$ cat src/rtl/inst_fetch.sv
// inst_fetch: fetch stage between the PC register and the decoder.
// Ports: clk/RST (sync, active-high); pc/pc_valid/pc_ready fetch-request
//   handshake; flush redirect; imem_req/imem_addr/imem_gnt/imem_rvalid/
//   imem_rdata memory read port; instr_valid/dec_ready/instr/instr_pc to
//   the decoder; opcode/immd16/immd26 field slices; misalign flag.
module inst_fetch #(
    parameter int          ADDR_W      = 32,
    parameter logic [31:0] RESET_INSTR = 32'h0000_0000
) (
    input  logic              clk,
    input  logic              RST,
    input  logic [ADDR_W-1:0] pc,
    input  logic              pc_valid,
    output logic              pc_ready,
    input  logic              flush,
    output logic              imem_req,
    output logic [ADDR_W-1:0] imem_addr,
    input  logic              imem_gnt,
    input  logic              imem_rvalid,
    input  logic [31:0]       imem_rdata,
    output logic              instr_valid,
    input  logic              dec_ready,
    output logic [31:0]       instr,
    output logic [ADDR_W-1:0] instr_pc,
    output logic [5:0]        opcode,
    output logic [15:0]       immd16,
    output logic [25:0]       immd26,
    output logic              misalign
);

    localparam logic [2:0] IDLE  = 3'd0;
    localparam logic [2:0] REQ   = 3'd1;
    localparam logic [2:0] WAIT  = 3'd2;
    localparam logic [2:0] FULL  = 3'd3;
    localparam logic [2:0] DRAIN = 3'd4;

    logic [2:0] state;
    logic       accept;
    logic       aligned;

    // A new pc can enter while idle, or while the held word is being
    // consumed, so back-to-back fetches lose no cycle.
    assign pc_ready = !flush &&
                      ((state == IDLE) ||
                       ((state == FULL) && dec_ready));
    assign accept   = pc_valid && pc_ready;
    assign aligned  = (pc[1:0] == 2'b00);

    assign opcode = instr[31:26];
    assign immd16 = instr[15:0];
    assign immd26 = instr[25:0];

    always_ff @(posedge clk) begin
        if (RST) begin
            state       <= IDLE;
            imem_req    <= 1'b0;
            imem_addr   <= '0;
            instr_valid <= 1'b0;
            instr       <= RESET_INSTR;
            instr_pc    <= '0;
            misalign    <= 1'b0;
        end else if (accept) begin
            // accept already implies no flush this cycle
            instr_pc <= pc;
            instr    <= RESET_INSTR;
            if (aligned) begin
                state       <= REQ;
                imem_req    <= 1'b1;
                imem_addr   <= pc;
                instr_valid <= 1'b0;
                misalign    <= 1'b0;
            end else begin
                // misaligned pc never reaches memory; the decoder
                // receives the reset word flagged as misaligned
                state       <= FULL;
                instr_valid <= 1'b1;
                misalign    <= 1'b1;
            end
        end else begin
            case (state)
                IDLE: begin
                    state <= IDLE;
                end
                REQ: begin
                    if (flush) begin
                        imem_req <= 1'b0;
                        // a granted read still owes us a response
                        state    <= imem_gnt ? DRAIN : IDLE;
                    end else if (imem_gnt) begin
                        imem_req <= 1'b0;
                        state    <= WAIT;
                    end
                end
                WAIT: begin
                    if (flush) begin
                        state <= imem_rvalid ? IDLE : DRAIN;
                    end else if (imem_rvalid) begin
                        instr       <= imem_rdata;
                        misalign    <= 1'b0;
                        instr_valid <= 1'b1;
                        state       <= FULL;
                    end
                end
                FULL: begin
                    // flush wins over a same-cycle consume
                    if (flush || dec_ready) begin
                        instr_valid <= 1'b0;
                        instr       <= RESET_INSTR;
                        misalign    <= 1'b0;
                        state       <= IDLE;
                    end
                end
                DRAIN: begin
                    // a further flush changes nothing here; the owed
                    // response is still swallowed so the port goes idle
                    if (imem_rvalid) begin
                        state <= IDLE;
                    end
                end
                default: begin
                    state       <= IDLE;
                    imem_req    <= 1'b0;
                    instr_valid <= 1'b0;
                    instr       <= RESET_INSTR;
                    misalign    <= 1'b0;
                end
            endcase
        end
    end

endmodule

$ cat config.mk
export PLATFORM = sky130hd
export DESIGN_NAME = inst_fetch
export DESIGN_NICKNAME = d
export VERILOG_FILES = /design/src/rtl/inst_fetch.sv
export SDC_FILE = /design/constraint.sdc
export NUM_CORES = 1
export LEC_CHECK = 0
export CAP_MARGIN = 40
export CELL_PAD_IN_SITES_DETAIL_PLACEMENT = 0
export CELL_PAD_IN_SITES_GLOBAL_PLACEMENT = 1
export CORE_UTILIZATION = 25
export DETAILED_ROUTE_END_ITERATION = 6
export HOLD_SLACK_MARGIN = 0.08
export PLACE_DENSITY = 0.74
export SKIP_LAST_GASP = 1
export SLEW_MARGIN = 20
export SYNTH_ARGS = -nofsm -noshare
export SYNTH_HDL_FRONTEND = slang
export SYNTH_SLANG_ARGS = --single-unit
$ cat constraint.sdc
create_clock -name clk -period 1.89 [get_ports clk]
set_clock_uncertainty 0.05 [all_clocks]
set_input_delay 0.567 -clock clk [delete_from_list [all_inputs] [get_ports clk]]
set_output_delay 0.567 -clock clk [all_outputs]
set_load 0.02 [all_outputs]
# ---- After elaboration in Yosys (flattened, before gate mapping)
# Index checks and enable logic that the tools add are counted.
dict set report word_totals {
  regBits 102
}
dict set report op_classes {
  n_eq_ne 16
  muxes 30
  bitwise_logic 1
  n_reduce_logical 16
}
# op n
set op_table {}
lappend op_table {{32-bit two-way mux} 3}
lappend op_table {{32-bit case mux with 3 select lines} 1}
lappend op_table {{3-bit two-way mux} 9}
lappend op_table {{1-bit two-way mux} 12}
lappend op_table {{3-bit case mux with 4 select lines} 1}
lappend op_table {{4-bit AND reduction} 3}
lappend op_table {{3-bit != test, second input constant} 3}
lappend op_table {{2-bit by 1-bit != test with 1-bit output, second input constant} 4}
lappend op_table {{4-bit != test, second input constant} 2}
lappend op_table {{3-bit by 2-bit equality test with 1-bit output, second input constant} 2}
lappend op_table {{1-bit case mux with 3 select lines} 2}
lappend op_table {{2-bit != test, second input constant} 2}
lappend op_table {{4-bit OR reduction} 1}
lappend op_table {{3-bit by 1-bit equality test with 1-bit output, second input constant} 1}
lappend op_table {{3-bit equality test, second input constant} 1}
lappend op_table {{1-bit logical AND} 3}
lappend op_table {{3-bit zero test} 1}
lappend op_table {{3-bit by 2-bit != test with 1-bit output, second input constant} 1}
lappend op_table {{3-bit AND reduction} 1}
lappend op_table {{3-bit OR reduction} 1}
lappend op_table {{2-bit zero test} 1}
lappend op_table {{1-bit logical OR} 2}
lappend op_table {{2-bit two-way mux} 1}
lappend op_table {{1-bit case mux with 2 select lines} 1}
lappend op_table {{other kinds (4)} 4}

# ---- Depth between registers and ports, before layout
# Gate-level depths: netlist of run 1.
dict set report depth {
  word_depth 7
  ltp_mapped 8
  mapped_depth_nobuf 4
}

# ---- Worst setup path after synthesis of run 1
# No wires, ideal clock.
dict set report synth_path {
  path_type {input -> output}
  from {input dec_ready}
  to {output pc_ready}
  t_arrival_ns 1.326
  t_required_ns 1.273
  path_slack_ns -0.053
  path_stages 2
  path_cell_list {nand3_1 -> a21boi_0}
}
dict set report synth_via {
  elab_chain_len 3
}
# item line_no
set synth_lines {}
lappend synth_lines {{from (decl)} 22} ;# input logic dec_ready,
lappend synth_lines {{1-bit logical AND} 45} ;# ((state == FULL) && dec_ready));
lappend synth_lines {{1-bit logical OR} 44} ;# ((state == IDLE) ||
lappend synth_lines {{1-bit logical AND} 43} ;# assign pc_ready = !flush &&
lappend synth_lines {{to (decl)} 14} ;# output logic pc_ready,
# Every way passes these cells.

# ---- Worst setup path after layout of run 1
# Same ends and word-level chain as after synthesis.

==> impl_metrics.json, run 1 <==
{
  "fin_crit_ps": 1819,
  "dr.pass1.iters": 5,
  "die_x_microns": 131.5,
  "hold_path.class": "register to register",
  "cts_buffer_depth": 2,
  "clkLatencyLatePin_ps": 340,
  "multi_input_area_sq_um": 1625,
  "setup_viol": 0,
  "clk_pin_slew_worst_paths_ps": 70,
  "nNetsFinal": 774,
  "synth_fp_nets": 594,
  "drc_errors": 0,
  "wl_met3_mm": 1.045,
  "final-seq-area_sq_um": 2046,
  "htree_levels": 3,
  "hold_viol": 0,
  "hold_start": "imem_addr[31]",
  "port_buffers": 218,
  "wl_mm": 13.80,
  "pwr_density_cell_nw_per_um2": 735.2,
  "grt_pass1_wl_mm": 21.64,
  "ys_ff_latch": 102,
  "root_buffer": "clkbuf_16",
  "setup_tns_ps": 0,
  "diodes": 0,
  "track_usage_pct": 16.09,
  "dp_hpwl_mm": 9.386,
  "drt_iter0_drc": 141,
  "cts_tree": "done",
  "finalNonFillerCells": 924,
  "met1_length_mm": 5.689,
  "start_kind": "input port",
  "power.total_mw": 4.990,
  "grt_pass1_vias": 3983,
  "pin_count": 219,
  "areaGrowthSynthToFinish_pct": 61.80,
  "path_max_fanout": 2,
  "initial_core_util_pct": 26.03,
  "startpoint": "dec_ready",
  "drive_gt1_share_pct": 11.02,
  "vias": 4117,
  "routed.top_layer": "met4",
  "die-area_sq_um": 17300,
  "status": "finished clean",
  "via_per_inst": 4.456,
  "post-route-period-util_pct": 96.25,
  "ctsHoldBuffers": 0,
  "nFillCells": 1639,
  "ys_warn_count": 0,
  "holdWs_ps": 403.8,
  "grt_max_degree": 36,
  "synthCells": 523,
  "postSynthAreaPerCell_sq_um": 8.022,
  "crit_type": "input port to output pin",
  "timing.fmax_mhz": 549.7,
  "antenna_found_initial": 0,
  "final_common_cell": "nand2_1",
  "r2r_start": "state[2]",
  "arrival_ps": 1200,
  "met2_length_mm": 6.920,
  "numCtsBuffers": 9,
  "finalMaxSlewViolations": 0,
  "cts.sinks": 102,
  "synth_area_sq_um": 4195,
  "placed_cells": 900,
  "p_leak_nw": 3.073,
  "core_area_sq_um": 16120,
  "worstMarginPinSlew_ps": 369.6,
  "cp-end-kind": "output pin",
  "final_cell_mix": "nand2_1, dlygate4sd2_1, dfxtp_1",
  "maxCapViolCount": 0,
  "core.rowCount": 46,
  "slew_headroom_pct": 75.36,
  "yosysUniqueCellTypes": 32,
  "yosysSeqAreaShare_pct": 48.67,
  "required_ps": 1270,
  "gp_congestion": 0.8389,
  "wire_per_inst_microns": 14.94,
  "overflow": 0,
  "irDropWorstVdd_mv": 0.4917,
  "rsz0062_at_grt": "false",
  "die_h_microns": 131.5,
  "ant_nets": 0
}
==> flip-flops by register name, indices dropped and copies added (netlist names) <==
register     cells
imem_addr       32
imem_req         1
instr           32
instr_pc        32
instr_valid      1
misalign         1
state            3
==> metrics by stage <==
stage | util, % | cell area, sq um | worst slack, ps
final | 42.12 | 6788 | 70.84
after global routing | 42.12 | 6788 | 5.465
after CTS | 42.10 | 6784 | -44.19
after detailed placement | 39.63 | 6386 | -693.3
after global placement | 39.63 | 6386 | -697.8
after floorplan | - | 4195 | 82.88
==> cell usage after synthesis, drive strengths merged <==
library cell	instances	area share (%)
clkbuf	17	1.5
nor3	1	0.12
nor4b	1	0.21
a32oi	1	0.21
nand3	34	4.1
o22ai	3	0.45
or3b	1	0.27
a31oi	1	0.15
nor2	7	0.63
a211oi	3	0.95
o21ai	2	0.24
nand4	1	0.15
nand3b	1	0.18
nor3b	3	0.54
a21oi	98	12
a21o	1	0.21
inv	2	0.18
nor2b	1	0.15
or2	2	0.30
o21bai	1	0.18
buf	70	12
nand2	159	14
a21boi	2	0.36
or3	1	0.15
nand2b	6	0.89
a211o	2	0.42
dfxtp	102	49
==> timing repair <==
action	4_1_cts	5_1_grt
endpoints found under the setup margin	250	90
resized for setup	174	11
gates cloned	6	0
pin swaps	5	4
buffers inserted	3	0
==> where the power goes <==
part	leakage, nW	total, mW	switching, mW	internal (mW)
sequential	0.827	2.24	0.0300	2.21
clock	0.161	2.03	0.830	1.20
combinational	2.08	0.720	0.366	0.354
total	3.07	4.99	1.23	3.76
==> worst max-delay path, cell delays in order <==
cell and delay [ps]:
dlygate4sd2_1 240, nand3_2 110, a21boi_2 160, buf_6 130
==> worst paths after layout <==
check / endpoint / slack, ps / cells past startpoint
max: pc_ready / 70 / 4
min: imem_addr[31] / 400 / 2
max reg2reg: imem_addr[21] / 90 / 6
min reg2reg: imem_addr[31] / 400 / 2
==> layout make-up <==
cell class	instances	area share (%)
Clock buffer	11	3.576
Clock inverter	5	1.198
Inverter	2	0.1106
Multi-Input combinational cell	332	23.94
Sequential cell	102	30.14
Tap cell	216	3.982
Timing Repair Buffer	256	37.05
==> cells by family after synthesis <==
group / synth area share (%)
AO/OA/AOI/OAI: 15.30
flip-flops: 48.67
buffers and inverters: 14.17
AND/OR/NAND/NOR: 21.86
==> routing by layer <==
layer | vias up | track usage (%)
li1 | 2028 | -
met1 | 1906 | 17.50
met2 | 174 | 29.07
met3 | 9 | 5.748
met4 | 0 | 4.587
met5 | - | 0
No activity file was read; power rests on OpenSTA's default activity.
==> run 2: changes to the inputs <==
- MAX_ROUTING_LAYER: not set -> met4
==> impl_metrics.json, run 2 (synthesized netlist as in run 1, its figures left out) <==
{
  "grt_pass1_vias": 3986,
  "htree_levels": 3,
  "cts_tree": "done",
  "overflow": 0,
  "crit_type": "input port to output pin",
  "final_cell_mix": "nand2_1, dlygate4sd2_1, dfxtp_1",
  "max_stage_delay_ps": 240,
  "die_x_microns": 131.5,
  "areaGrowthSynthToFinish_pct": 61.80,
  "place_ws_ps": -693.3,
  "ctsHoldBuffers": 0,
  "port_buffers": 218,
  "gp_congestion": 0.8518,
  "fin_crit_ps": 1820,
  "required_ps": 1270,
  "path_max_fanout": 2,
  "die_h_microns": 131.5,
  "clk_pin_slew_worst_paths_ps": 70,
  "drive_gt1_share_pct": 11.02,
  "holdWs_ps": 403.7,
  "dr.pass1.iters": 4,
  "start_kind": "input port",
  "setup_ws_ps": 70.00,
  "slew_headroom_pct": 75.76,
  "wl_mm": 13.80,
  "post-route-period-util_pct": 96.30,
  "diodes": 0,
  "timing.fmax_mhz": 549.5,
  "drt_iter0_drc": 183,
  "nNetsFinal": 774,
  "reg_top3": "imem_addr (32), instr (32), instr_pc (32)",
  "worstMarginPinSlew_ps": 363.6,
  "die-area_sq_um": 17300,
  "final_common_cell": "nand2_1",
  "rsz0062_at_grt": "false",
  "cts.sinks": 102,
  "maxCapViolCount": 0,
  "grt_pass1_wl_mm": 21.60,
  "arrival_ps": 1200,
  "dp_hpwl_mm": 9.386,
  "crit_chain": "dlygate4sd2_1 > nand3_2 > a21boi_2 > buf_6",
  "clkLatencyLatePin_ps": 340,
  "pwr_density_cell_nw_per_um2": 735.2,
  "core.rowCount": 46,
  "core_area_sq_um": 16120,
  "ant_nets": 0,
  "wire_per_inst_microns": 14.94,
  "setup_viol": 0,
  "cts_buffer_depth": 2,
  "via_per_inst": 4.476,
  "track_usage_pct": 16.56,
  "irDropWorstVdd_mv": 0.4918,
  "drc_errors": 0,
  "status": "finished clean",
  "root_buffer": "clkbuf_16",
  "p_leak_nw": 3.073,
  "cp-end-kind": "output pin",
  "hold_viol": 0,
  "setup_tns_ps": 0,
  "grt_max_degree": 36,
  "pin_count": 219,
  "finalMaxSlewViolations": 0,
  "slowest_stage": "dlygate4sd2_1",
  "vias": 4136,
  "numCtsBuffers": 9,
  "antenna_found_initial": 0,
  "hold_path.class": "register to register",
  "initial_core_util_pct": 26.03
}
-- run 2: cell counts in the layout (fill, tap and decap cells not counted) --
No cell type changed its count.
-- run 2: metal layers --
layer / global-route usage (%) / wire [microns] / vias up
met1: 18.00 / 5769 / 1923
li1: - / - / 2026
met3: 4.900 / 989 / 10
met4: 4.587 / 146 / 0
met5: - / 0 / -
met2: 29.10 / 6897 / 177
-- run 2: final timing paths --
kind / from / to / slack [ps] / depth (start not counted)
min reg2reg: imem_addr[31] / imem_addr[31] / 400 / 2
max reg2reg: state[2] / imem_addr[21] / 80 / 6
max: dec_ready / pc_ready / 70 / 4
min: imem_addr[31] / imem_addr[31] / 400 / 2
-- run 2: layout make-up --
cell class,count,area (sq um)
Clock inverter,5,81.33
Timing Repair Buffer,256,2515
Clock buffer,11,242.7
Inverter,2,7.507
Sequential cell,102,2046
Multi-Input combinational cell,332,1625
Fill cell,1639,9328
Tap cell,216,270.3
-- run 2: worst max-delay path: cells and delay by family --
family | cells | cell delay (ps)
compound gates | 1 | 160
buf+inv | 2 | 370
simple gates | 1 | 110
-- run 2: where the power goes --
group | switching (mW) | internal [mW] | leakage [nW]
combinational | 0.366 | 0.354 | 2.08
sequential | 0.0301 | 2.21 | 0.827
clock | 0.831 | 1.20 | 0.161
-- run 2: timing repair --
item,in CTS,in global routing
gates cloned,6,0
gates resized for setup,174,11
pin swaps,5,4
setup endpoints to repair,250,90
buffers inserted,3,0
-- run 2: metrics by stage --
step	cells	utilization (%)	area, sq um	power, mW
3_5_place_dp	900	39.63	6386	2.987
2_1_floorplan	523	-	4195	2.595
6_report	924	42.12	6788	4.990
5_1_grt	924	42.12	6788	5.213
4_1_cts	925	42.10	6784	5.069
3_3_place_gp	900	39.63	6386	2.977
==> patch (config.mk and constraints of run 1) <==
Change the parameter `ADDR_W` from 32 to 64.
--- a/src/rtl/inst_fetch.sv
+++ b/src/rtl/inst_fetch.sv
@@ -4,7 +4,7 @@
 //   imem_rdata memory read port; instr_valid/dec_ready/instr/instr_pc to
 //   the decoder; opcode/immd16/immd26 field slices; misalign flag.
 module inst_fetch #(
-    parameter int          ADDR_W      = 32,
+    parameter int          ADDR_W      = 64,
     parameter logic [31:0] RESET_INSTR = 32'h0000_0000
 ) (
     input  logic              clk,
Interface: changed (resized imem_addr, instr_pc and pc); port bits go from 219 to 315. No check against the original RTL was run, so the function may have changed too.
==> patch against run 1 <==
Area after synthesis increased by 51%; highest routed layer is now met5; setup slack got worse by 110 ps; synthesized cell count increased by 53%; sequential power increased by 63%; count of clock-buffer cells in the layout increased by 6; non-clock buffer count increased by 112; sequential cell count increased by 64; power increased by 66%; critical path type is now reg -> out; wire length increased by 66%; the run now ends with setup timing left; fmax decreased by 5.6%; first-iteration DRC count increased by 130%; critical path depth decreased by 1; critical endpoint unchanged; design area increased by 53%.
==> patch: results (changes against run 1) <==
[clock_tree]
insertion_delay_ps=430  ; +90 ps
cts_resized=227  ; +30%
cts_made_buffers=17  ; +8
h-tree-depth=4  ; +1

[detailed_routing]
top_layer=met5
wl_met2_um=11000  ; +59%
routedWlPerCell_um=16.1  ; +8.0%
via_count=6347  ; +54%
drt_iter0_drc=320  ; +130%
drt-total-wl_um=22900  ; +66%
wl_met1_um=9290  ; +63%

[synth]
yosysSeqAreaShare_pct=52.5  ; +3.9 points
synth_top_area_share_pct=52.5  ; +3.9 points
netlist-cell-type-count=29  ; -9.4%
avgSynthCellArea_sq_um=7.90  ; -1.5%
synth_compound_area_share_pct=14.6  ; -0.70 points
syn_nets=904  ; +52%
synth_mux_area_share_pct=0.316  ; +0.32 points

[placement]
io_buffers=314  ; +44%
place_area_sq_um=9720  ; +52%
dpl.hpwl_um=15100  ; +61%
place_inst=1371  ; +52%
gp_congestion=0.811  ; -3.3%

[cells_and_area]
reg.largest.list=imem_addr: 64 flops, instr_pc: 64 flops, instr: 32 flops
fin_nets=1184  ; +53%
drive_gt1_share_pct=10.1  ; -0.96 points

[worst_setup_path]
startpoint=state[1]
reg2reg_depth=7  ; +1
worst_r2r_endpoint=imem_addr[46]
r2r_setup_slack_ps=120  ; +30 ps

[sta]
whs_ps=402  ; -2.28 ps
setup_viol=1  ; +1
fin_ws_ps=-37.7  ; -109 ps
maxSlewHeadroom_pct=60.2  ; -15 points

[power]
irDropWorstVdd_mv=0.516  ; +4.9%
power.total_uw=8310  ; +66%

[grt]
grt_max_degree=111  ; +210%
grtUsageMet2_pct=28.3  ; -0.78 points
grt_use_met1_pct=20.1  ; +2.6 points
antenna_found_initial=2  ; +2

[hold_path]
min_from=imem_addr[50]
holdPathEnd=imem_addr[50]

[outcome]
outcome=complete, but fails checks
violations=setup timing

[patch: cell count changes after synthesis, sizes merged, moves of 2 or more]
cell and change:
nor3b -3, and2 +2, nand2b -2, o22ai -3
buf -3, mux2i +2, nand2 +127, a31oi +2
clkbuf +23, a21oi +64, nand3 +2, nor2 +4
dfxtp +64
[patch: critical path, cell delays in order (launching register included)]
cell,delay (ps)
dfxtp_2,330
or2_4,260
a21boi_2,160
buf_6,130
[patch: final cells by class]
cell class | instances | area, sq um | area share (%)
Sequential cell | 166 | 3330 | 31.9
Tap cell | 324 | 405 | 3.89
Inverter | 2 | 7.51 | 0.0721
Multi-Input combinational cell | 526 | 2430 | 23.3
Clock inverter | 15 | 188 | 1.80
Timing Repair Buffer | 368 | 3640 | 34.9
Clock buffer | 17 | 425 | 4.08
Antenna cell | 1 | 2.50 | 0.0240
